File: config.mk
export PLATFORM = sky130hd
export DESIGN_NAME = dmem_arbiter
export DESIGN_NICKNAME = d
export VERILOG_FILES = /design/src/rtl/dmem_arbiter.sv
export SDC_FILE = /design/constraint.sdc
export NUM_CORES = 1
export LEC_CHECK = 0
export ABC_AREA = 1
export CAP_MARGIN = 10
export CORE_MARGIN = 3
export CORE_UTILIZATION = 25
export CTS_BUF_LIST = sky130_fd_sc_hd__clkbuf_4
export DETAILED_ROUTE_END_ITERATION = 16
export HOLD_SLACK_MARGIN = 0.03
export SLEW_MARGIN = 20
export SYNTH_ARGS = -nofsm -noshare
export SYNTH_HDL_FRONTEND = slang
export SYNTH_SLANG_ARGS = --single-unit
File: constraint.sdc
create_clock -name clk -period 6.35 [get_ports clk]
set_input_delay 0.9525 -clock clk [delete_from_list [all_inputs] [get_ports clk]]
set_output_delay 0.9525 -clock clk [all_outputs]
set_load 0.01 [all_outputs]
File: src/rtl/dmem_arbiter.sv
// dmem_arbiter: sequences the single-port data memory and shares it between
// the pipeline MEM stage and a debug/loader port.
//
// Handshakes:
//   cpu_req_i is held stable while cpu_stall_o=1. The access completes in the
//   cycle cpu_stall_o drops, and cpu_rdata_o is valid then.
//   dbg_req_i is held until dbg_valid_o, which is a one-cycle completion pulse.
//   mem_en_o is a one-cycle strobe. mem_addr_o and mem_wdata_o are held until
//   mem_ack_i, which may arrive one or more cycles after the strobe. mem_ack_i
//   is only honoured while waiting for an acknowledge.
module dmem_arbiter #(
  parameter int DMEM_BYTES = 32,
  parameter int STARVE_MAX = 4,
  parameter int CNT_W      = 32
) (
  input  logic             clk,
  input  logic             rst,
  input  logic             cpu_req_i,
  input  logic             cpu_we_i,
  input  logic [31:0]      cpu_addr_i,
  input  logic [31:0]      cpu_wdata_i,
  output logic [31:0]      cpu_rdata_o,
  output logic             cpu_stall_o,
  input  logic             dbg_req_i,
  input  logic             dbg_we_i,
  input  logic [31:0]      dbg_addr_i,
  input  logic [31:0]      dbg_wdata_i,
  output logic [31:0]      dbg_rdata_o,
  output logic             dbg_valid_o,
  output logic             mem_en_o,
  output logic             mem_we_o,
  output logic [31:0]      mem_addr_o,
  output logic [31:0]      mem_wdata_o,
  input  logic [31:0]      mem_rdata_i,
  input  logic             mem_ack_i,
  output logic             err_o,
  output logic [31:0]      err_addr_o,
  output logic [CNT_W-1:0] stall_cycles_o,
  output logic [1:0]       fsm_state_o
);

  typedef enum logic [1:0] {
    S_IDLE  = 2'd0,
    S_ISSUE = 2'd1,
    S_WAIT  = 2'd2,
    S_DONE  = 2'd3
  } state_t;

  localparam int SW = (STARVE_MAX < 1) ? 1 : $clog2(STARVE_MAX + 1);
  localparam logic [SW-1:0]    STARVE_LIM = SW'(STARVE_MAX);
  localparam logic [31:0]      LAST_WORD  = 32'(DMEM_BYTES - 4);
  localparam logic [CNT_W-1:0] CNT_SAT    = {CNT_W{1'b1}};

  state_t            r_state;
  state_t            w_next;
  logic              r_owner_dbg;
  logic              r_we;
  logic [31:0]       r_addr;
  logic [31:0]       r_wdata;
  logic [SW-1:0]     r_starve;
  logic [31:0]       r_cpu_rdata;
  logic [31:0]       r_dbg_rdata;
  logic              r_err;
  logic [31:0]       r_err_addr;
  logic [CNT_W-1:0]  r_stall_cnt;

  logic              w_any;
  logic              w_cpu_sel;
  logic              w_sel_we;
  logic [31:0]       w_sel_addr;
  logic [31:0]       w_sel_wdata;
  logic              w_fault;
  logic              w_stall;

  // Arbitration: CPU has priority unless debug has been passed over STARVE_MAX times.
  assign w_any       = cpu_req_i | dbg_req_i;
  assign w_cpu_sel   = cpu_req_i & (~dbg_req_i | (r_starve != STARVE_LIM));
  assign w_sel_we    = w_cpu_sel ? cpu_we_i    : dbg_we_i;
  assign w_sel_addr  = w_cpu_sel ? cpu_addr_i  : dbg_addr_i;
  assign w_sel_wdata = w_cpu_sel ? cpu_wdata_i : dbg_wdata_i;
  assign w_fault     = (w_sel_addr[1:0] != 2'b00) | (w_sel_addr > LAST_WORD);

  // Stall is combinational from the request so the pipeline freezes in the same cycle.
  assign w_stall = cpu_req_i & ~((r_state == S_DONE) & ~r_owner_dbg);

  assign cpu_stall_o    = w_stall;
  assign cpu_rdata_o    = r_cpu_rdata;
  assign dbg_rdata_o    = r_dbg_rdata;
  assign dbg_valid_o    = (r_state == S_DONE) & r_owner_dbg;
  assign mem_en_o       = (r_state == S_ISSUE);
  assign mem_we_o       = r_we & ((r_state == S_ISSUE) | (r_state == S_WAIT));
  assign mem_addr_o     = r_addr;
  assign mem_wdata_o    = r_wdata;
  assign err_o          = r_err;
  assign err_addr_o     = r_err_addr;
  assign stall_cycles_o = r_stall_cnt;
  assign fsm_state_o    = r_state;

  // Next-state logic; a faulting access skips the memory and completes directly.
  always_comb begin
    w_next = r_state;
    case (r_state)
      S_IDLE:  if (w_any) w_next = w_fault ? S_DONE : S_ISSUE;
      S_ISSUE: w_next = S_WAIT;
      S_WAIT:  if (mem_ack_i) w_next = S_DONE;
      S_DONE:  w_next = S_IDLE;
      default: w_next = S_IDLE;
    endcase
  end

  // State register, transaction latches, starvation counter and error capture.
  always_ff @(posedge clk) begin
    if (rst) begin
      r_state     <= S_IDLE;
      r_owner_dbg <= 1'b0;
      r_we        <= 1'b0;
      r_addr      <= '0;
      r_wdata     <= '0;
      r_starve    <= '0;
      r_cpu_rdata <= '0;
      r_dbg_rdata <= '0;
      r_err       <= 1'b0;
      r_err_addr  <= '0;
    end else begin
      r_state <= w_next;
      if ((r_state == S_IDLE) && w_any) begin
        r_owner_dbg <= ~w_cpu_sel;
        if (!w_cpu_sel) begin
          r_starve <= '0;
        end else if (dbg_req_i && (r_starve != STARVE_LIM)) begin
          r_starve <= r_starve + 1'b1;
        end
        if (w_fault) begin
          // Faulting reads return zero; faulting stores are dropped.
          r_err <= 1'b1;
          if (!r_err) r_err_addr <= w_sel_addr;
          if (!w_sel_we) begin
            if (w_cpu_sel) r_cpu_rdata <= '0;
            else           r_dbg_rdata <= '0;
          end
        end else begin
          r_we    <= w_sel_we;
          r_addr  <= w_sel_addr;
          r_wdata <= w_sel_wdata;
        end
      end
      if ((r_state == S_WAIT) && mem_ack_i && !r_we) begin
        if (r_owner_dbg) r_dbg_rdata <= mem_rdata_i;
        else             r_cpu_rdata <= mem_rdata_i;
      end
    end
  end

  // Saturating count of cycles in which the pipeline is held.
  always_ff @(posedge clk) begin
    if (rst) begin
      r_stall_cnt <= '0;
    end else if (w_stall && (r_stall_cnt != CNT_SAT)) begin
      r_stall_cnt <= r_stall_cnt + 1'b1;
    end
  end

endmodule
# Yosys cells after proc, flatten, opt, wreduce, memory -nomap -nowiden
# Cells that the tools add are included.
# word_totals
reg_bits,200
output_inout_bits,199
wordCells,71
# classes
add_sub_neg,2
order_cmp,1
n_eq_ne,8
n_mux,21
bitwise_logic,15
reduce_logical,13
# ops
operator,n
two-way mux 32 bit,14
"adder 32 x 1 -> 32 bit, second input constant",1
"> comparator 32 x 5 -> 1 bit, second input constant",1
"!= test 32 bit, second input constant",1
one-hot mux 2 bit (4 select lines),1
AND reduction 2 bit,4
two-way mux 2 bit,3
two-way mux 3 bit,2
inverter 1 bit,6
bitwise AND 1 bit,5
logical AND 1 bit,5
"== test 2 bit, second input constant",2
"!= test 2 bit, second input constant",2
bitwise OR 1 bit,4
"adder 3 x 1 -> 3 bit, second input constant",1
"!= test 3 bit, second input constant",1
AND reduction 3 bit,1
"== test 2 x 1 -> 1 bit, second input constant",1
zero test 2 bit,1
"!= test 2 x 1 -> 1 bit, second input constant",1
nonzero test 2 bit,1
zero test 1 bit,1
two-way mux 1 bit,1

# Longest topological paths before layout
# Gate-level depths: netlist (run 1).
# logic_depth
ltp_word,10
ltp_mapped,17
ltp_nobuf,15

# Least setup slack after synthesis (run 1)
# OpenSTA, ideal clock, no wires.
# synth_path
path_type,input-to-reg
start,input dbg_req_i
end,"register r_addr[2], in the netlist mem_addr_o[2]"
setup_time_ns,0.132
t_arrival_ns,2.317
t_required_ns,6.218
slack_ns,3.901
stages,14
path_buffers,4
path_cell_list,nand3_2 > buf_6 > buf_4 > nand3b_1 > nand2_1 > nand2_1 > nor2_1 > nand2_1 > nor2_1 > nand3_1 > buf_4 > buf_2 > nand2_1 > a21oi_1
# synth_via
elab_chain_cells,8
word_cells_on_any_way,11
# synth_lines
item,line,rtl
from (decl),24,"input logic dbg_req_i,"
inverter 1 bit,77,assign w_cpu_sel = cpu_req_i & (~dbg_req_i | (r_starve != STARVE_LIM));
bitwise OR 1 bit,77,
bitwise AND 1 bit,77,
two-way mux 32 bit,79,assign w_sel_addr = w_cpu_sel ? cpu_addr_i : dbg_addr_i;
> comparator 32 x 5 -> 1 bit / nonzero test 2 bit (equally long branches),81,assign w_fault = (w_sel_addr[1:0] != 2'b00) | (w_sel_addr > LAST_WORD);
bitwise OR 1 bit,81,
inverter 1 bit (no line),--,
AND reduction 2 bit (no line),--,
to (signal assigned),143,r_addr <= w_sel_addr;
to (decl),58,logic [31:0] r_addr;
# Parallel ways exist; a longest one is shown, timed or not.
# A chain may end at the register's enable or synchronous reset.

# Final worst setup path (run 1)
# layout_path
start,input dbg_req_i
end,"register r_err_addr[22], in the netlist err_addr_o[22]"
# layout_via
elab_chain_cells,7
word_cells_on_any_way,10
# layout_lines
item,line,rtl
inverter 1 bit,77,
bitwise OR 1 bit,77,
bitwise AND 1 bit,77,
two-way mux 32 bit,79,
> comparator 32 x 5 -> 1 bit / nonzero test 2 bit (equally long branches),81,
bitwise OR 1 bit,81,
AND reduction 3 bit (no line),--,
to (signal assigned),136,if (!r_err) r_err_addr <= w_sel_addr;
to (decl),64,logic [31:0] r_err_addr;
# Parallel ways exist; a longest one is shown, timed or not.

==> flow_summary.toml, run 1 <==
[status]
status = "completed"

[worst_setup_path]
crit_chain = "clkdlybuf4s50_1 > nand3_2 > nand2_2 > buf_4 > inv_1 > nand2_1 > nand2_1 > nor2_1 > nand2_1 > nor2_1 > nand2_1 > nand3_1 > buf_4 > nand2_1 > nand2_1 > nor2_1"
max_stage_delay_ns = 0.66
critPathSlowestCell = "nand2_2"
criticalPathCategory = "in2reg"
critPathLaunch = "dbg_req_i"
crit_required_ns = 6.88
end_kind = "flip-flop"
timing.critical_path.mode_cell = "nand2_1"
r2r_start = "r_starve[0]"
critPathMaxFanout = 38
path_buf_inv = 4
critical_path_arrival_ns = 4.89
critical-path-top-delay-family = "simple AND/OR/NAND/NOR gates"
cp-start-kind = "primary input"
r2r_setup_slack_ns = 2.26

[timing]
period_share_pct = 68.7
setup_viol = 0
slew_violations = 0
rsz0062_at_grt = "no"
max-slew-margin-rel_pct = 34.3
tns_ns = 0
timing_worst_slew_pin_value_ns = 0.984
period_minus_slack_ns = 4.36
clock_skew_ns = 0.0301
hold_viol = 0
fmax_ghz = 0.229

[cts]
cts_tree = "yes"
root_buffer = "clkbuf_4"
cts-buffers-inserted = 17
cts_htree_levels = 4
clkTransAtPathRegs_ns = 0.16
clockBufferDepth = 2
cts.sinks = 200
cts.repair.resized = 0
post_cts_buffers = 0
ctsHoldBuffers = 0
clkLatencyLatePin_ns = 0.62

[layout]
nFillCells = 4034
syn_to_final_growth_pct = 44.2
regArea_um2 = 4000
drive_gt1_share_pct = 2.80
multi_input_area_um2 = 4440
final_nets = 1985

[die]
coreArea_um2 = 37800
ioPinCount = 366
num_rows = 71
dieWidth_um = 202
start_util_pct = 25.4
die_area_um2 = 40800
fp.dieH_um = 202

[synth]
synth_top_cell_by_area = "dfxtp_1"
synth.net_count = 1674
synth.distinct_cells = 31
ys_top_cells_by_area = "dfxtp_1 42%, nand2_1 23%, inv_1 7.7%"
synth-edff-count = 0
synthFlopType = "dfxtp_1"
yosysSeqAreaShare_pct = 41.7
ys_ff_latch = 200
synthArstFlopShare_pct = 0
synthesis.area_um2 = 9600
netlist_instances = 1500
synth_warnings = 0
yosys.area.top_type_share_pct = 41.7
syn_avg_cell_area_um2 = 6.40

[power_and_ir_drop]
p_leak_nw = 5.64
fin_total_pwr_w = 0.00323
peakVddDrop_mv = 0.110
p_per_area_nw_per_um2 = 233

[job]
cap_viol_max_count = 0

[route]
final_antenna_net_count = 0
viasPerCell = 4.34
drc = 0
wire_per_inst_um = 14.6
vias = 10200
wirelength_um = 34100
first_pass_iters = 7
drtIter0Drc = 567

[worst_hold_path]
hold_path.class = "reg2reg"
hp-start = "mem_addr_o[11]"

[grt]
grt_max_degree = 87
grt_pass1_wl_um = 53000
grt_pass1_vias = 9702
antenna_found_initial = 2
grt-ovfl-total = 0
grt_usage_pct = 16.2

[placement]
post-dp-hpwl_um = 24700
gp_congestion = 0.851
numPortBuffers = 365
[cells by family after synthesis]
| group | after synthesis | synth area share (%) |
|---|---|---|
| fa+ha+maj | 7 | 0.913 |
| xor+xnor | 13 | 1.19 |
| flops | 200 | 41.7 |
| simple gates | 847 | 35.9 |
| buf+inv | 283 | 12.2 |
| compound gates | 150 | 8.02 |
[final timing paths]
path	cells after the start	endpoint
max	16	err_addr_o[22]
min	2	mem_addr_o[11]
max reg2reg	17	err_addr_o[22]
min reg2reg	2	mem_addr_o[11]
[flip-flops by register name, summed over array words and instances, names as in the netlist]
signal          count
cpu_rdata_o        32
dbg_rdata_o        32
err_addr_o         32
r_starve            3
mem_addr_o         32
r_owner_dbg         1
mem_wdata_o        32
err_o               1
stall_cycles_o     32
r_we                1
fsm_state_o         2
[synthesized netlist by cell type, types with 2 or more instances]
| library cell | count |
|---|---|
| nand3b_1 | 20 |
| ha_1 | 7 |
| nand2_1 | 581 |
| nand3_1 | 24 |
| buf_1 | 7 |
| xor2_1 | 7 |
| nor3_1 | 18 |
| nand3_4 | 2 |
| nor2_1 | 159 |
| clkbuf_1 | 43 |
| buf_2 | 19 |
| nand4_1 | 37 |
| dfxtp_1 | 200 |
| buf_6 | 8 |
| o21ai_0 | 16 |
| buf_4 | 7 |
| xnor2_1 | 6 |
| nor3b_1 | 3 |
| inv_1 | 197 |
| a21oi_1 | 128 |
[layer usage]
layer / vias to the layer above / routed length (µm) / track usage [%]
li1: 5183 / - / -
met1: 4641 / 14700 / 20.1
met4: 0 / 595 / 4.91
met3: 27 / 2140 / 4.28
met5: - / 0 / 0
met2: 303 / 16600 / 27.8
[cell type report]
class | count | share of cell area [%]
diodes | 3 | 0.0543
clock buffers | 18 | 0.977
clock inverters | 14 | 0.959
inverters | 199 | 5.40
multi-input cells | 1017 | 32.1
flip-flops and latches | 200 | 28.9
well taps | 511 | 4.62
repair buffers | 376 | 27.0
[metrics by stage]
stage                     utilization [%]  worst slack (ns)  hold slack [ns]  instance area, µm²  instances
after detailed placement             35.9              1.33            0.427               13600       2303
after global routing                 36.6              1.53            0.471               13800       2337
after floorplan                         -              3.90            0.445                9600       1500
final                                36.6              1.99            0.449               13800       2338
after global placement               35.9              1.40            0.426               13600       2303
after CTS                            36.6              2.08            0.452               13800       2335
[report_power, final]
group,internal [W],switching (W)
logic,0.000481,0.000599
registers,0.00138,0.0000814
clock network,0.000234,0.000454
total,0.00210,0.00113
[placed cells by master, fill, tap and decap left out, drive strengths merged, types with 2 or more instances in the layout]
cell / n
clkbuf: 18
nor3: 18
nand2: 582
inv: 199
xor2: 7
nand3: 27
a21oi: 128
nand4: 37
ha: 7
nor2: 159
xnor2: 6
nand3b: 20
buf: 12
clkdlybuf4s50: 364
clkinv: 11
bufinv: 2
dfxtp: 200
o21ai: 16
nor3b: 3
diode: 3
[worst register-to-register path, delay by kind of cell (launching register included)]
kind / cells / cell delay, ns
adder cells (fa/ha/maj): 1 / 0.17
buffers and inverters: 4 / 1.05
AND/OR/NAND/NOR: 12 / 2.43
flip-flops: 1 / 0.37
(Power assumes the default switching activity.)
==> run 2, diff against run 1 <==
Clock period 6.35 ns to 3.58 ns, I/O delays scaled along.
==> flow_summary.toml, run 2 (synthesis results as in run 1) <==
[status]
status = "completed"

[layout]
final_nets = 2000
final_cell_mix = "581 x nand2_1, 364 x clkdlybuf4s50_1, 200 x dfxtp_1, 197 x inv_1, 157 x nor2_1"
multi_input_area_um2 = 4440
nFillCells = 4011
finalInstanceArea_um2 = 14100
finish.utilization_pct = 37.3
regArea_um2 = 4000
drive_gt1_share_pct = 3.70
final_common_cell = "nand2_1"
syn_to_final_growth_pct = 46.6

[worst_setup_path]
end_kind = "primary output"
cp-start-kind = "primary input"
crit_required_ns = 3.04
critical-path-top-delay-family = "buffers and inverters"
critPathSlowestCell = "clkdlybuf4s50_1"
crit_chain = "clkdlybuf4s50_1 > buf_4 > inv_1 > a21oi_1 > clkdlybuf4s50_1"
path_buf_inv = 4
criticalPathCategory = "in2out"
max_stage_delay_ns = 0.67
critPathMaxFanout = 30
critical_path_arrival_ns = 2.45
timing.critical_path.mode_cell = "clkdlybuf4s50_1"

[timing]
fmax_ghz = 0.335
period_minus_slack_ns = 2.98
max-slew-margin-rel_pct = 33.5
tns_ns = 0
timing_worst_slew_pin_value_ns = 0.997
slew_violations = 0
clock_skew_ns = 0.0327
period_share_pct = 83.3
hold_viol = 0
rsz0062_at_grt = "no"
setup_viol = 0

[die]
fp.dieH_um = 202
start_util_pct = 25.4
ioPinCount = 366
coreArea_um2 = 37800
num_rows = 71
die_area_um2 = 40800
dieWidth_um = 202

[power_and_ir_drop]
p_comb_share_pct = 32.2
swShare_pct = 33.5
p_leak_nw = 5.75
power.share.sequential_pct = 42.5
p_int_w = 0.00404
p_clk_share_pct = 25.3
fin_total_pwr_w = 0.00607
switchingPower_w = 0.00203
p_per_area_nw_per_um2 = 432
peakVddDrop_mv = 0.238

[route]
wire_per_inst_um = 14.4
vias = 10200
final_antenna_net_count = 0
viasPerCell = 4.32
drc = 0
first_pass_iters = 5
drtIter0Drc = 592
wirelength_um = 33900

[grt]
use_met2_pct = 27.4
grt_max_degree = 80
grt-ovfl-total = 0
use_met1_pct = 20.4
grt_pass1_wl_um = 53000
grt_usage_pct = 16.2
gr-usage-met3_pct = 4.43
grt.busiest_layer = "met2"
antenna_found_initial = 3
grt_pass1_vias = 9727

[cts]
cts_htree_levels = 4
cts_tree = "yes"
post_cts_buffers = 0
clkTransAtPathRegs_ns = 0.15
clockBufferDepth = 2
cts-buffers-inserted = 17
cts.repair.resized = 0
clkLatencyLatePin_ns = 0.62
root_buffer = "clkbuf_4"
cts.sinks = 200
ctsHoldBuffers = 0

[placement]
placed_area_um2 = 13700
post-dp-hpwl_um = 25100
gp_congestion = 0.908
numPortBuffers = 365

[job]
cap_viol_max_count = 0

[worst_hold_path]
hold_path.class = "reg2reg"
[run 2: cell types whose count changed in the layout (fill, tap and decap cells not counted), moves of 2 or more]
| cell | delta |
|---|---|
| inv_6 | +2 |
| bufinv_16 | +4 |
| clkinv_2 | -4 |
| clkinvlp_4 | +2 |
| buf_4 | +14 |
| clkinv_1 | -3 |
[run 2: through the flow]
stage / hold slack [ns] / setup WS, ns / instances
2_1_floorplan: 0.445 / 1.49 / 1500
3_3_place_gp: 0.426 / 0.352 / 2318
3_5_place_dp: 0.428 / 0.205 / 2318
4_1_cts: 0.384 / 0.584 / 2350
5_1_grt: 0.402 / 0.372 / 2352
6_report: 0.450 / 0.597 / 2352
[run 2: layout make-up]
class,instances,share of cell area (%)
diodes,2,0.0356
clock buffers,18,0.960
clock inverters,14,1.74
inverters,199,5.31
multi-input cells,1017,31.5
flip-flops and latches,200,28.5
well taps,511,4.54
repair buffers,391,27.4
[run 2: worst reg2reg max path, stage by stage (launching register included)]
cell and delay [ns]:
dfxtp_1 0.39, inv_1 0.07, ha_1 0.20, nand3_2 0.08, nand2_2 0.22, buf_4 0.26, nand2_1 0.07, nand2_1 0.06
nor2_1 0.12, nand3_1 0.12, nor2_1 0.18, nand2_1 0.17, buf_4 0.24, nand3_4 0.32, nand2_1 0.13, a21oi_1 0.14
[run 2: layer usage]
| layer | share of wire (%) | vias to the layer above | wire, µm |
|---|---|---|---|
| li1 | - | 5219 | - |
| met1 | 43 | 4593 | 14600 |
| met2 | 48 | 316 | 16100 |
| met3 | 7.2 | 41 | 2450 |
| met4 | 2.1 | 2 | 715 |
| met5 | 0.038 | - | 13 |
[run 2: worst paths after layout]
| check | start | endpoint | slack (ns) | depth (start not counted) |
|---|---|---|---|---|
| worst min-delay path | mem_addr_o[11] | mem_addr_o[11] | 0.45 | 2 |
| worst max-delay path | cpu_req_i | cpu_stall_o | 0.60 | 5 |
| worst min register to register | mem_addr_o[11] | mem_addr_o[11] | 0.45 | 2 |
| worst max register to register | r_starve[0] | cpu_rdata_o[8] | 0.76 | 15 |
[run 2: power groups by stage]
stage	sequential (W)	combinational, W	clock (W)
2_1_floorplan	0.00271	0.000941	0
3_3_place_gp	0.00263	0.00196	0
3_5_place_dp	0.00264	0.00197	0
4_1_cts	0.00259	0.00198	0.00162
5_1_grt	0.00261	0.00219	0.00169
6_report	0.00258	0.00196	0.00154
==> run 3, diff against run 2 <==
Clock period 3.58 ns to 2.88 ns, I/O delays scaled along.
==> flow_summary.toml, run 3 (synthesis results as in run 1) <==
[cts]
clockBufferDepth = 2
clkTransAtPathRegs_ns = 0.19
ctsHoldBuffers = 0
cts_tree = "yes"
root_buffer = "clkbuf_4"
clkLatencyLatePin_ns = 0.64
post_cts_buffers = 0
cts-buffers-inserted = 17
cts_htree_levels = 4
cts.sinks = 200
cts.repair.resized = 0

[layout]
final_cell_mix = "581 x nand2_1, 364 x clkdlybuf4s50_1, 200 x dfxtp_1, 197 x inv_1, 157 x nor2_1"
regArea_um2 = 4000
finalInstanceArea_um2 = 14200
syn_to_final_growth_pct = 48.4
final_nets = 2019
drive_gt1_share_pct = 4.68
nFillCells = 4051
final_common_cell = "nand2_1"
multi_input_area_um2 = 4440

[power_and_ir_drop]
p_int_w = 0.00470
p_leak_nw = 5.85
peakVddDrop_mv = 0.247
swShare_pct = 35.9
p_comb_share_pct = 34.6
switchingPower_w = 0.00263
p_clk_share_pct = 21.6
power.share.sequential_pct = 43.7
p_per_area_nw_per_um2 = 515

[timing]
setup_viol = 0
timing_worst_slew_pin_value_ns = 0.849
fmax_ghz = 0.386
hold_viol = 0
period_share_pct = 89.9
hold_slack_ns = 0.360
period_minus_slack_ns = 2.59
slew_violations = 0
rsz0062_at_grt = "no"
clock_skew_ns = 0.0179
max-slew-margin-rel_pct = 43.4

[worst_setup_path]
critical_path_arrival_ns = 2.16
critPathMaxFanout = 4
end_kind = "primary output"
r2r_end = "mem_addr_o[3]"
crit_required_ns = 2.45
cp-start-kind = "flip-flop"
r2r.worst_path.cells = 15
r2r_start = "r_starve[0]"
criticalPathCategory = "reg2out"
critical_path.endpoint = "mem_we_o"
r2r_setup_slack_ns = 0.34
critPathLaunch = "fsm_state_o[0]"

[grt]
gr-usage-met3_pct = 4.20
grt.busiest_layer = "met2"
grt_pass1_vias = 9805
antenna_found_initial = 2
grt_usage_pct = 16.0
grt-ovfl-total = 0
grt_pass1_wl_um = 52400
grt_max_degree = 153
use_met2_pct = 28.0
use_met1_pct = 19.6

[die]
dieWidth_um = 202
fp.dieH_um = 202
num_rows = 71
ioPinCount = 366
coreArea_um2 = 37800
start_util_pct = 25.4
die_area_um2 = 40800

[route]
final_antenna_net_count = 0
wire_per_inst_um = 14.2
wirelength_um = 33700
viasPerCell = 4.32
drtIter0Drc = 518
drc = 0
vias = 10200
first_pass_iters = 5

[placement]
post-dp-hpwl_um = 24900
gp_congestion = 0.899
numPortBuffers = 365
placed_area_um2 = 13900

[status]
status = "completed"

[job]
cap_viol_max_count = 0

[worst_hold_path]
hold_path.class = "in2reg"
## run 3: routing by layer
layer	vias up	share of wire (%)
met3	37	6.8
met4	2	1.7
li1	5253	-
met2	337	48
met1	4612	43
met5	-	0.039
## run 3: layout make-up
type / count / share of cell area (%)
clock buffers: 18 / 0.949
repair buffers: 410 / 28.9
clock inverters: 14 / 1.12
multi-input cells: 1017 / 31.2
flip-flops and latches: 200 / 28.1
inverters: 199 / 5.25
diodes: 1 / 0.0176
well taps: 511 / 4.49
## run 3: how the worst min path moves through the flow
stage | from | end | slack, ns | cells after the start
after CTS | mem_rdata_i[12] | cpu_rdata_o[12] | 0.26 | 3
after detailed placement | mem_addr_o[26] | mem_addr_o[26] | 0.43 | 2
after floorplan | r_starve[2] | r_starve[2] | 0.45 | 1
final | mem_rdata_i[12] | cpu_rdata_o[12] | 0.36 | 3
after global placement | mem_addr_o[14] | mem_addr_o[14] | 0.43 | 2
after global routing | mem_rdata_i[7] | cpu_rdata_o[7] | 0.29 | 3
## run 3: stage by stage
| stage | power [W] | utilization, % | std cells | setup WS, ns | TNS, ns |
|---|---|---|---|---|---|
| 2_1_floorplan | 0.00454 | - | 1500 | 0.794 | 0 |
| 3_3_place_gp | 0.00580 | 36.9 | 2337 | -0.0653 | -1.69 |
| 3_5_place_dp | 0.00583 | 36.9 | 2337 | -0.0786 | -1.48 |
| 4_1_cts | 0.00747 | 37.7 | 2369 | 0.147 | 0 |
| 5_1_grt | 0.00783 | 37.7 | 2370 | 0.0194 | 0 |
| 6_report | 0.00733 | 37.7 | 2370 | 0.291 | 0 |
## run 3: power groups by stage
stage               Clock [W]  Combinational (W)  Sequential, W
finish                0.00159            0.00254        0.00321
CTS                   0.00168            0.00257        0.00321
detailed placement          0            0.00256        0.00327
global route          0.00178            0.00280        0.00325
global placement            0            0.00254        0.00326
floorplan                   0            0.00117        0.00337
## run 3: critical path: stages, from the launching register on
cell and delay [ns]:
dfxtp_1 0.42, inv_1 0.10, ha_1 0.30, nand2_1 0.06, inv_1 0.05, clkdlybuf4s50_1 0.60
